[src/rtl/dispense_arbiter_if.sv]
// Handshake bundle between the dispense arbiter, the panel requesters and the
// shared dispense mechanism.
interface dispense_arbiter_if;
    logic [3:0]  req;
    logic [11:0] item_req;
    logic        disp_done;
    logic [3:0]  grant;
    logic [2:0]  disp_item;
    logic        disp_start;
    logic [3:0]  done;
    logic [3:0]  reject;
    logic [3:0]  timeout_err;
    logic        busy;

    modport slave (
        input  req, item_req, disp_done,
        output grant, disp_item, disp_start, done, reject, timeout_err, busy
    );

    modport master (
        output req, item_req, disp_done,
        input  grant, disp_item, disp_start, done, reject, timeout_err, busy
    );
endinterface

[src/rtl/dispense_arbiter.sv]
// Round-robin owner of the single dispense mechanism shared by four panels,
// with a watchdog on mechanism completion. All outputs are registered.
module dispense_arbiter #(
    parameter int unsigned TIMEOUT = 200
) (
    input  logic                clk,
    input  logic                rst,
    dispense_arbiter_if.slave   arb
);

    typedef enum logic [2:0] {IDLE, GRANT, START, WAIT, FINISH} state_t;

    state_t      state_q, state_d;
    logic [1:0]  ptr_q, ptr_d;
    logic [1:0]  win_q, win_d;
    logic [2:0]  item_q, item_d;
    logic [7:0]  wd_q, wd_d;
    logic [3:0]  grant_q, grant_d;
    logic [2:0]  disp_item_q, disp_item_d;
    logic        disp_start_q, disp_start_d;
    logic [3:0]  done_q, done_d;
    logic [3:0]  reject_q, reject_d;
    logic [3:0]  tmo_q, tmo_d;
    logic        busy_q, busy_d;

    logic [1:0]  rr_sel;
    logic [1:0]  rr_idx;
    logic [3:0]  win_onehot;

    // Scan from the farthest slot back to ptr so the nearest requester wins.
    always_comb begin
        rr_sel = ptr_q;
        rr_idx = ptr_q;
        for (int i = 3; i >= 0; i--) begin
            rr_idx = ptr_q + 2'(i);
            if (arb.req[rr_idx]) rr_sel = rr_idx;
        end
    end

    assign win_onehot = 4'b0001 << win_q;

    always_comb begin
        state_d      = state_q;
        ptr_d        = ptr_q;
        win_d        = win_q;
        item_d       = item_q;
        wd_d         = wd_q;
        grant_d      = grant_q;
        disp_item_d  = disp_item_q;
        disp_start_d = 1'b0;
        done_d       = 4'b0000;
        reject_d     = 4'b0000;
        tmo_d        = 4'b0000;
        case (state_q)
            IDLE: begin
                if (arb.req != 4'b0000) begin
                    win_d   = rr_sel;
                    item_d  = arb.item_req[4'(rr_sel) * 4'd3 +: 3];
                    state_d = GRANT;
                end
            end
            GRANT: begin
                grant_d = win_onehot;
                if (item_q == 3'd0) begin
                    reject_d = win_onehot;
                    state_d  = FINISH;
                end else begin
                    state_d = START;
                end
            end
            START: begin
                disp_start_d = 1'b1;
                disp_item_d  = item_q;
                wd_d         = 8'd0;
                state_d      = WAIT;
            end
            WAIT: begin
                wd_d = wd_q + 8'd1;
                // Completion takes precedence over a watchdog expiring the same cycle.
                if (arb.disp_done) begin
                    done_d  = win_onehot;
                    state_d = FINISH;
                end else if (wd_d == 8'(TIMEOUT)) begin
                    tmo_d   = win_onehot;
                    state_d = FINISH;
                end
            end
            FINISH: begin
                grant_d     = 4'b0000;
                disp_item_d = 3'd0;
                ptr_d       = win_q + 2'd1;
                state_d     = IDLE;
            end
            default: state_d = IDLE;
        endcase
        busy_d = (state_d != IDLE);
    end

    always_ff @(posedge clk or negedge rst) begin
        if (!rst) begin
            state_q      <= IDLE;
            ptr_q        <= 2'd0;
            win_q        <= 2'd0;
            item_q       <= 3'd0;
            wd_q         <= 8'd0;
            grant_q      <= 4'b0000;
            disp_item_q  <= 3'd0;
            disp_start_q <= 1'b0;
            done_q       <= 4'b0000;
            reject_q     <= 4'b0000;
            tmo_q        <= 4'b0000;
            busy_q       <= 1'b0;
        end else begin
            state_q      <= state_d;
            ptr_q        <= ptr_d;
            win_q        <= win_d;
            item_q       <= item_d;
            wd_q         <= wd_d;
            grant_q      <= grant_d;
            disp_item_q  <= disp_item_d;
            disp_start_q <= disp_start_d;
            done_q       <= done_d;
            reject_q     <= reject_d;
            tmo_q        <= tmo_d;
            busy_q       <= busy_d;
        end
    end

    assign arb.grant       = grant_q;
    assign arb.disp_item   = disp_item_q;
    assign arb.disp_start  = disp_start_q;
    assign arb.done        = done_q;
    assign arb.reject      = reject_q;
    assign arb.timeout_err = tmo_q;
    assign arb.busy        = busy_q;

endmodule

[src/flat_wrapper.sv]
// flat-port wrapper written by rule: the top's interface ports become plain ports
module dispense_arbiter_flat 
#(
    parameter int unsigned TIMEOUT = 200
)
  (clk, rst, arb_req, arb_item_req, arb_disp_done, arb_grant, arb_disp_item, arb_disp_start, arb_done, arb_reject, arb_timeout_err, arb_busy);
  dispense_arbiter_if arb_i ();
  input  logic clk;
  input  logic rst;
  input wire logic [$bits(arb_i.req)-1:0] arb_req;
  input wire logic [$bits(arb_i.item_req)-1:0] arb_item_req;
  input wire logic [$bits(arb_i.disp_done)-1:0] arb_disp_done;
  output wire logic [$bits(arb_i.grant)-1:0] arb_grant;
  output wire logic [$bits(arb_i.disp_item)-1:0] arb_disp_item;
  output wire logic [$bits(arb_i.disp_start)-1:0] arb_disp_start;
  output wire logic [$bits(arb_i.done)-1:0] arb_done;
  output wire logic [$bits(arb_i.reject)-1:0] arb_reject;
  output wire logic [$bits(arb_i.timeout_err)-1:0] arb_timeout_err;
  output wire logic [$bits(arb_i.busy)-1:0] arb_busy;
  assign arb_i.req = arb_req;
  assign arb_i.item_req = arb_item_req;
  assign arb_i.disp_done = arb_disp_done;
  assign arb_grant = arb_i.grant;
  assign arb_disp_item = arb_i.disp_item;
  assign arb_disp_start = arb_i.disp_start;
  assign arb_done = arb_i.done;
  assign arb_reject = arb_i.reject;
  assign arb_timeout_err = arb_i.timeout_err;
  assign arb_busy = arb_i.busy;
  dispense_arbiter #(.TIMEOUT(TIMEOUT)) u_core (.clk(clk), .rst(rst), .arb(arb_i));
endmodule
[config.mk]
export PLATFORM = sky130hd
export DESIGN_NAME = dispense_arbiter_flat
export DESIGN_NICKNAME = d
export VERILOG_FILES = /design/src/rtl/dispense_arbiter_if.sv /design/src/rtl/dispense_arbiter.sv /design/src/flat_wrapper.sv
export SDC_FILE = /design/constraint.sdc
export NUM_CORES = 1
export LEC_CHECK = 0
export ABC_AREA = 1
export ABC_CLOCK_PERIOD_IN_PS = 4400
export BUFFER_PORTS_ARGS = -buffer_cell sky130_fd_sc_hd__buf_2
export CAP_MARGIN = 20
export CORE_MARGIN = 3
export CORE_UTILIZATION = 58
export DETAILED_ROUTE_END_ITERATION = 7
export PLACE_DENSITY_LB_ADDON = 0.08
export SETUP_SLACK_MARGIN = 0.2
export SLEW_MARGIN = 25
export SYNTH_ARGS = -nofsm -noshare
export SYNTH_HDL_FRONTEND = slang
export SYNTH_SLANG_ARGS = --single-unit
[constraint.sdc]
create_clock -name clk -period 4.4 [get_ports clk]
set_input_delay 0.88 -clock clk [delete_from_list [all_inputs] [get_ports clk]]
set_output_delay 0.88 -clock clk [all_outputs]
set_load 0.01 [all_outputs]
==> impl_results.md, run 1 <==
* Max Root-Sink Buffers at 2
* Post-DR wirelength/cell at about 11 um
* Die X at 64.05 um
* FF+latch count, synth at 39
* Antenna-violating nets left at 0
* Clk pin slew, worst setup/hold paths at 110 ps
* Crit start category: register
* Peak VDD IR at 0.4586 mV
* Min-Delay Path Class: reg -> reg
* Max cap viols at 0
* Vias per std cell at about 5
* Post-CTS Hold Buffers at 0
* Period utilisation layout at 44.43%
* Worst reg2reg path startpoint: u_core.ptr_q[0]$_DFFE_PN0P_
* Reg2Reg Capture Point: u_core.item_q[1]$_DFFE_PN0P_
* Pwr/cell area at 631.0 mW/mm^2
* Sink Count at 39
* DR pass1 iterations at 4
* Dpl cell area at 0.002186 mm^2
* Area leader, netlist: dfrtp_1
* Fill count at 260
* Hold slack at 506.4 ps
* Area contributors post-synth: dfrtp_1, nand3_1, nand2_1
* Nets at between 300 and 400
* Mapped Area at ~0.0020 mm^2
* H-tree Lvls at 2
* CP cell instances: inv_1 > nand2_1 > nand2_1 > nand2_1 > nand2_1 > nand2_1 > nand2_2 > nand3_1 > nand3_1 > nand3_1 > nand3_1 > nand2_1
* GRT Total Usage at 20.46%
* P_sw at 0.0006569 W
* Setup Viol. Count Final at 0
* CTS tree: done
* CP arrival at 2190 ps
* Util after Layout at 71.60%
* Logic pwr share at 49.0%
* Root Buffer: clkbuf_4
* First-pass GRT wire length at 6651 um
* Vias in the first global route at between 1.5k and 2k
* CP most frequent cell: nand2_1
* Die height at 64.05 um
* Setup bufs post-CTS at 0
* Post-Syn Area per Cell at 8.316 um^2
* Area Overhead vs Synth at 14.60%
* Clk pwr share at 12.2%
* Delay-heaviest family, CP: simple AND/OR/NAND/NOR gates
* Skew final at 9.482 ps
* Setup Total Neg Slack at 0 ps
* Final hold viol count at 0
* Synth Net Count at between 200 and 300
* Crit path time final at 1955 ps
* Most common cell after layout, fill and taps aside: nand2_1
* Largest net degree at the start of global routing at 40
* Status: completed
* Post-synth cell types at 24
* RSZ-0062 raised after global routing: no
* Hold path depth at 2
* Post-DP HPWL at 2731 um
* Slew HR at a little under half
* Crit path largest cell delay at between 500 and 600 ps
* Worst Setup End Kind: register
* Reg2Reg Setup Slack at approximately 2400 ps
* Slew Viols, Final at 0
* Layout cell share with drive strength beyond 1 at about a fifth
* FF-to-FF path depth at 12
* Routability cong. at 0.8246
* Post-synth top area share at 49.94%
* Iteration-0 DRC Markers at 51
* Reg power frac at 38.8%
* Port bufs at 39
* Initial core utilization at 62.48%
* GRT Residual Overflow at 0
* Placement row count at 20
* Register area share after synthesis at 49.94%
* Most frequent cells in the layout: nand2_1, nand3_1, buf_2, dfrtp_1, inv_1
* Final WL at 3638 um
* N_diodes at 0
* CTS Buf Count at 5
* Total power at roughly 0.0014 W
* Req. time, crit path at ~4600 ps
* P_leak at 1.192 nW
* I/O pin count at 40
* Design area at 0.002240 mm^2
* Die area at 0.004102 mm^2
* Synth Warn # at 0
* Slew @ Worst Pin at between 800 and 900 ps
* Via count at 1615
* Hold Path Sink: u_core.arb.disp_item[0]$_DFFE_PN0P_
* CP max-delay cell: dfrtp_1
* Sw Ratio at 46.48%
* Worst skew pair latency at roughly 330 ps
* Post-Synthesis Cells at 235
* Core box area at 0.003128 mm^2
* Initial antenna violation count at 0
* DRC violations left at 0
* Critical path type: reg -> reg
* Fmax at 511.5 MHz
* Post_cts resized at 0
* Max Fanout on Critical Path at 12
* Internal power at about 0.00076 W
* Hold Startpoint: u_core.arb.disp_item[0]$_DFFE_PN0P_
* Worst Path Buf+Inv at 1
==> stage by stage <==
stage / setup slack [ps] / std cells
2_1_floorplan: 2489 / 235
3_3_place_gp: 2167 / 315
3_5_place_dp: 2190 / 315
4_1_cts: 2466 / 323
5_1_grt: 2185 / 323
6_report: 2445 / 323
==> synthesized netlist by cell type <==
| master | number |
|---|---|
| nand2b_1 | 1 |
| dfrtp_1 | 39 |
| nand4_1 | 1 |
| clkbuf_1 | 2 |
| nor4_1 | 1 |
| nand3_2 | 1 |
| nand2_1 | 52 |
| o21bai_1 | 1 |
| ha_1 | 6 |
| a22o_1 | 1 |
| a21oi_1 | 2 |
| nor2_1 | 11 |
| buf_6 | 1 |
| nand2_2 | 4 |
| o211ai_1 | 1 |
| inv_1 | 33 |
| nor2_4 | 2 |
| nand3_1 | 41 |
| o21ai_0 | 13 |
| xor2_1 | 5 |
| nor3_1 | 10 |
| nor4_2 | 1 |
| o22ai_1 | 4 |
| nor2_2 | 2 |
==> metal layers <==
layer  up-vias  GRT usage [%]  part of all wire [%]
li1        849              -                     -
met5         -              0                     0
met4         0          4.852                  0.77
met2        33          33.55                    48
met1       728          27.73                    46
met3         5          4.394                   4.7
==> cell families after synthesis <==
family	Yosys count	synth area share, %
AOI/OAI and AO/OA	22	6.338
DFF	39	49.94
adders and majority gates	6	3.841
and+or+nand+nor	127	30.35
xor gates and xnor gates	5	2.241
buffers and inverters	36	7.298
==> area by class of cell <==
type,instances,area (um^2),area share [%]
clock buffers,6,41.29,1.844
clock inverters,2,12.51,0.5587
inverters,33,123.9,5.531
multi-input cells,160,835.8,37.32
flip-flops and latches,39,975.9,43.58
well taps,44,55.05,2.458
repair buffers,39,195.2,8.715
==> registers in the layout, indices dropped and copies added (netlist names) <==
name and count:
u_core.wd_q 8, u_core.arb.done 4, u_core.arb.grant 4, u_core.arb.reject 4, u_core.arb.timeout_err 4, u_core.arb.disp_item 3
u_core.item_q 3, u_core.state_q 3, u_core.ptr_q 2, u_core.win_q 2, u_core.arb.busy 1, u_core.arb.disp_start 1
==> worst min-delay path: stages, from the launching register on <==
cell     delay, ps
dfrtp_1        350
nand3_1         70
nand2_1         60
==> power by group through the flow <==
stage	Sequential, W	Clock, W	Combinational (W)
finish	0.000548	0.000172	0.000693
global route	0.000565	0.000193	0.000806
CTS	0.000548	0.000179	0.000692
detailed placement	0.000555	0	0.000689
global placement	0.000555	0	0.000683
floorplan	0.000553	0	0.000517
==> worst max-delay path by stage <==
stage / to / slack [ps] / startpoint / cells past startpoint
after floorplan: u_core.item_q[2]$_DFFE_PN0P_ / 2490 / arb_req[3] / 11
after global placement: u_core.item_q[2]$_DFFE_PN0P_ / 2170 / arb_req[3] / 12
after detailed placement: u_core.item_q[1]$_DFFE_PN0P_ / 2190 / arb_req[3] / 12
after CTS: u_core.item_q[1]$_DFFE_PN0P_ / 2470 / u_core.ptr_q[0]$_DFFE_PN0P_ / 12
after global routing: u_core.item_q[1]$_DFFE_PN0P_ / 2190 / u_core.ptr_q[0]$_DFFE_PN0P_ / 12
final: u_core.item_q[1]$_DFFE_PN0P_ / 2450 / u_core.ptr_q[0]$_DFFE_PN0P_ / 12
(Power assumes the default switching activity.)
==> inputs of run 2 (changes only) <==
- ABC_AREA: 1 -> 0
- ABC_CLOCK_PERIOD_IN_PS: 4400 -> 1900
- CORE_UTILIZATION: 58 -> 54
- clock period: 4.4 -> 1.9 ns (I/O delays scaled with it)
==> impl_results.md, run 2 <==
* Status: completed (unchanged)
* Period utilisation layout at 93.00% (was 44.43%)
* Synth Net Count at 234 (was 260)
* CP arrival at 2000 ps (was 2190 ps)
* Simple-gate share of the synthesized area at 24.27% (was 30.35%)
* Post-DR wirelength/cell at 14.34 um (was 11.26 um)
* Peak VDD IR at 1.070 mV (was 0.4586 mV)
* Most frequent cells in the layout: buf_2, dfrtp_1, nand2_1 (was nand2_1, nand3_1, buf_2, dfrtp_1, inv_1)
* Max Root-Sink Buffers at 2 (unchanged)
* Die area at 0.004522 mm^2 (was 0.004102 mm^2)
* Crit start category: register (unchanged)
* Pwr/cell area at 1363 mW/mm^2 (was 631.0 mW/mm^2)
* Die X at 67.25 um (was 64.05 um)
* Mux share of post-synthesis cell area at 1.544% (was 0%)
* Area leader, netlist: dfrtp_1 (unchanged)
* Vias in the first global route at 1647 (was 1537)
* Fmax at 565.9 MHz (was 511.5 MHz)
* Post-synth top area share at 48.18% (was 49.94%)
* Design area at 0.002670 mm^2 (was 0.002240 mm^2)
* RSZ-0062 raised after global routing: yes (was no)
* Setup Total Neg Slack at 0 ps (unchanged)
* Mapped Area at 0.002026 mm^2 (was 0.001954 mm^2)
* Post-synth EDFFs at 0 (unchanged)
* Async set-or-reset flop fraction in the synthesized netlist at 100.0% (unchanged)
* Final hold viol count at 0 (unchanged)
* Nets at 296 (was 303)
* Hold slack at 152.7 ps (was 506.4 ps)
* Register area share after synthesis at 48.18% (was 49.94%)
* Die height at 67.25 um (was 64.05 um)
* Post-DP HPWL at 3092 um (was 2731 um)
* P_leak at 1.304 nW (was 1.192 nW)
* FF+latch count, synth at 39 (unchanged)
* Dpl cell area at 0.002365 mm^2 (was 0.002186 mm^2)
* Most common cell after layout, fill and taps aside: buf_2 (was nand2_1)
* Sink Count at 39 (unchanged)
* Delay-heaviest family, CP: simple AND/OR/NAND/NOR gates (unchanged)
* Min-Delay Path Class: in -> async (was reg -> reg)
* Critical Path Stages at 6 (was 12)
* First-pass GRT wire length at 7189 um (was 6651 um)
* Most frequent cell after synthesis: dfrtp_1 (was nand2_1)
* Critical path type: reg -> reg (unchanged)
* Top FF cell, synth: dfrtp_1 (unchanged)
* Post-Synthesis Cells at 209 (was 235)
* Fill count at 230 (was 260)
* Max cap viols at 0 (unchanged)
* Worst skew pair latency at 290 ps (was 330 ps)
* DR pass1 iterations at 4 (unchanged)
* Area Overhead vs Synth at 31.81% (was 14.60%)
* Final WS setup at 133.0 ps (was 2445 ps)
* Final WL at 4561 um (was 3638 um)
* Compound-Gate Fraction of Synth Area at 18.53% (was 6.338%)
* Commonest cells post-synth: dfrtp_1, nand2_1, o21ai_0 (was nand2_1, nand3_1, dfrtp_1)
* Synth Area in Adders at 3.706% (was 3.841%)
* Vias per std cell at 5.682 (was 5.000)
* Setup Viol. Count Final at 0 (unchanged)
* Post-CTS Hold Buffers at 0 (unchanged)
* N_diodes at 0 (unchanged)
* Setup WS pre-CTS at 114.6 ps (was 2190 ps)
* FF-to-FF path depth at 6 (was 12)
* CP cell instances: ha_4 > buf_4 > a31oi_1 > o22ai_2 > nor4_4 > and2_4 (was inv_1 > nand2_1 > nand2_1 > nand2_1 > nand2_1 > nand2_1 > nand2_2 > nand3_1 > nand3_1 > nand3_1 > nand3_1 > nand2_1)
* Crit path largest cell delay at 430 ps (was 530 ps)
* Iteration-0 DRC Markers at 119 (was 51)
* Main combinational cell family by area after synthesis: simple AND/OR/NAND/NOR gates (unchanged)
* Slew HR at 49.69% (was 45.81%)
* I/O pin count at 40 (unchanged)
* Post-Syn Area per Cell at 9.692 um^2 (was 8.316 um^2)
* DRC violations left at 0 (unchanged)
* Port bufs at 39 (unchanged)
* Skew final at 3.219 ps (was 9.482 ps)
* Area contributors post-synth: dfrtp_1, o21ai_0, nand2_1 (was dfrtp_1, nand3_1, nand2_1)
* CP max-delay cell: dfrtp_1 (unchanged)
* Routability cong. at 0.8518 (was 0.8246)
* Initial core utilization at 58.41% (was 62.48%)
* Max Fanout on Critical Path at 5 (was 12)
* H-tree Lvls at 2 (unchanged)
* GRT Total Usage at 21.02% (was 20.46%)
* GRT Residual Overflow at 0 (unchanged)
* Synth Warn # at 0 (unchanged)
* CTS tree: done (unchanged)
* Register Area at 979.7 um^2 (was 975.9 um^2)
* Worst Path Buf+Inv at 1 (unchanged)
* Req. time, crit path at 2130 ps (was 4630 ps)
* CTS Buf Count at 5 (unchanged)
* Clk pin slew, worst setup/hold paths at 70 ps (was 110 ps)
* Worst Setup End Kind: register (unchanged)
* Slew Viols, Final at 0 (unchanged)
* Synth Area in XOR/XNOR at 0.8647% (was 2.241%)
* Layout cell share with drive strength beyond 1 at 34.93% (was 20.07%)
* Biggest register: u_core.wd_q (unchanged)
* Root Buffer: clkbuf_8 (was clkbuf_4)
* Crit path time final at 1767 ps (was 1955 ps)
* Placement row count at 21 (was 20)
* Antenna-violating nets left at 0 (unchanged)
* Via count at 1807 (was 1615)
* Area of the multi-input gates at 0.001099 mm^2 (was 835.8 um^2)
* Total power at 0.003640 W (was 0.001413 W)
* Core box area at 0.003468 mm^2 (was 0.003128 mm^2)
* Largest register FFs at 8 (unchanged)
* Largest net degree at the start of global routing at 36 (was 40)
* Initial antenna violation count at 0 (unchanged)
* Slew @ Worst Pin at 754.7 ps (was 812.8 ps)
* Post-synth cell types at 53 (was 24)
## run 2: cell count changes after synthesis, sizes merged, moves of 4 or more
| cell | delta |
|---|---|
| xor2 | -4 |
| nand2 | -30 |
| nor2 | -6 |
| o21ai | +9 |
| and3 | +7 |
| or3 | +5 |
| a21oi | +9 |
| nor3 | -6 |
| a22oi | +5 |
| and2 | +8 |
| inv | -24 |
| nand3 | -38 |
| nor2b | +5 |
## run 2: path summary, 6_finish.rpt
path                            slack, ps                                start                                   to
worst max register to register        130           u_core.wd_q[1]$_DFFE_PN0P_  u_core.arb.timeout_err[2]$_DFF_PN0_
max in group asynchronous            1200                                  rst       u_core.arb.reject[2]$_DFF_PN0_
worst max-delay path                  130           u_core.wd_q[1]$_DFFE_PN0P_  u_core.arb.timeout_err[2]$_DFF_PN0_
worst min register to register        510  u_core.arb.disp_item[1]$_DFFE_PN0P_  u_core.arb.disp_item[1]$_DFFE_PN0P_
min in group clk                      410                        arb_disp_done         u_core.arb.done[3]$_DFF_PN0_
worst min-delay path                  150                                  rst           u_core.wd_q[1]$_DFFE_PN0P_
## run 2: where the power goes
part	internal (W)	leakage (nW)	switching, W
logic	0.000678	0.732	0.000903
clock network	0.000525	0.0654	0.000286
registers	0.00106	0.506	0.000183
## run 2: worst register-to-register path: cells and delay by family (launching register included)
family | cells | cell delay, ps
AND/OR/NAND/NOR | 2 | 520
flip-flops | 1 | 430
adder cells (fa/ha/maj) | 1 | 190
AO/OA/AOI/OAI | 2 | 410
buffers and inverters | 1 | 150
## run 2: kinds of logic after synthesis
family / Yosys count
compound gates: 58
xor+xnor: 2
fa+ha+maj: 6
buf+inv: 15
flops: 39
mux: 3
simple gates: 86
## run 2: layer usage
layer  GRT usage (%)  share of wire (%)  vias up
met5               0                  0        -
met4           5.823                1.2        0
met3           5.158                4.4        8
met2           35.95                 48       47
met1           26.42                 46      880
li1                -                  -      872
## run 2: layout make-up
type	instances	area share (%)
inverters	9	1.265
clock buffers	6	2.718
multi-input cells	155	41.14
clock inverters	2	2.249
well taps	46	2.156
repair buffers	61	13.78
flip-flops and latches	39	36.69
## run 2: what timing repair did
item / CTS / global route
pin swaps: 1 / 9
gates resized for setup: 1 / 26
hold endpoints to repair: 0 / 0
setup endpoints to repair: 4 / 10
buffers inserted: 0 / 8
## run 2: through the flow
stage                     std cells  utilization (%)
after floorplan                 209                -
after global placement          302            68.18
after detailed placement        302            68.18
after CTS                       310            72.26
after global routing            318            76.98
final                           318            76.98
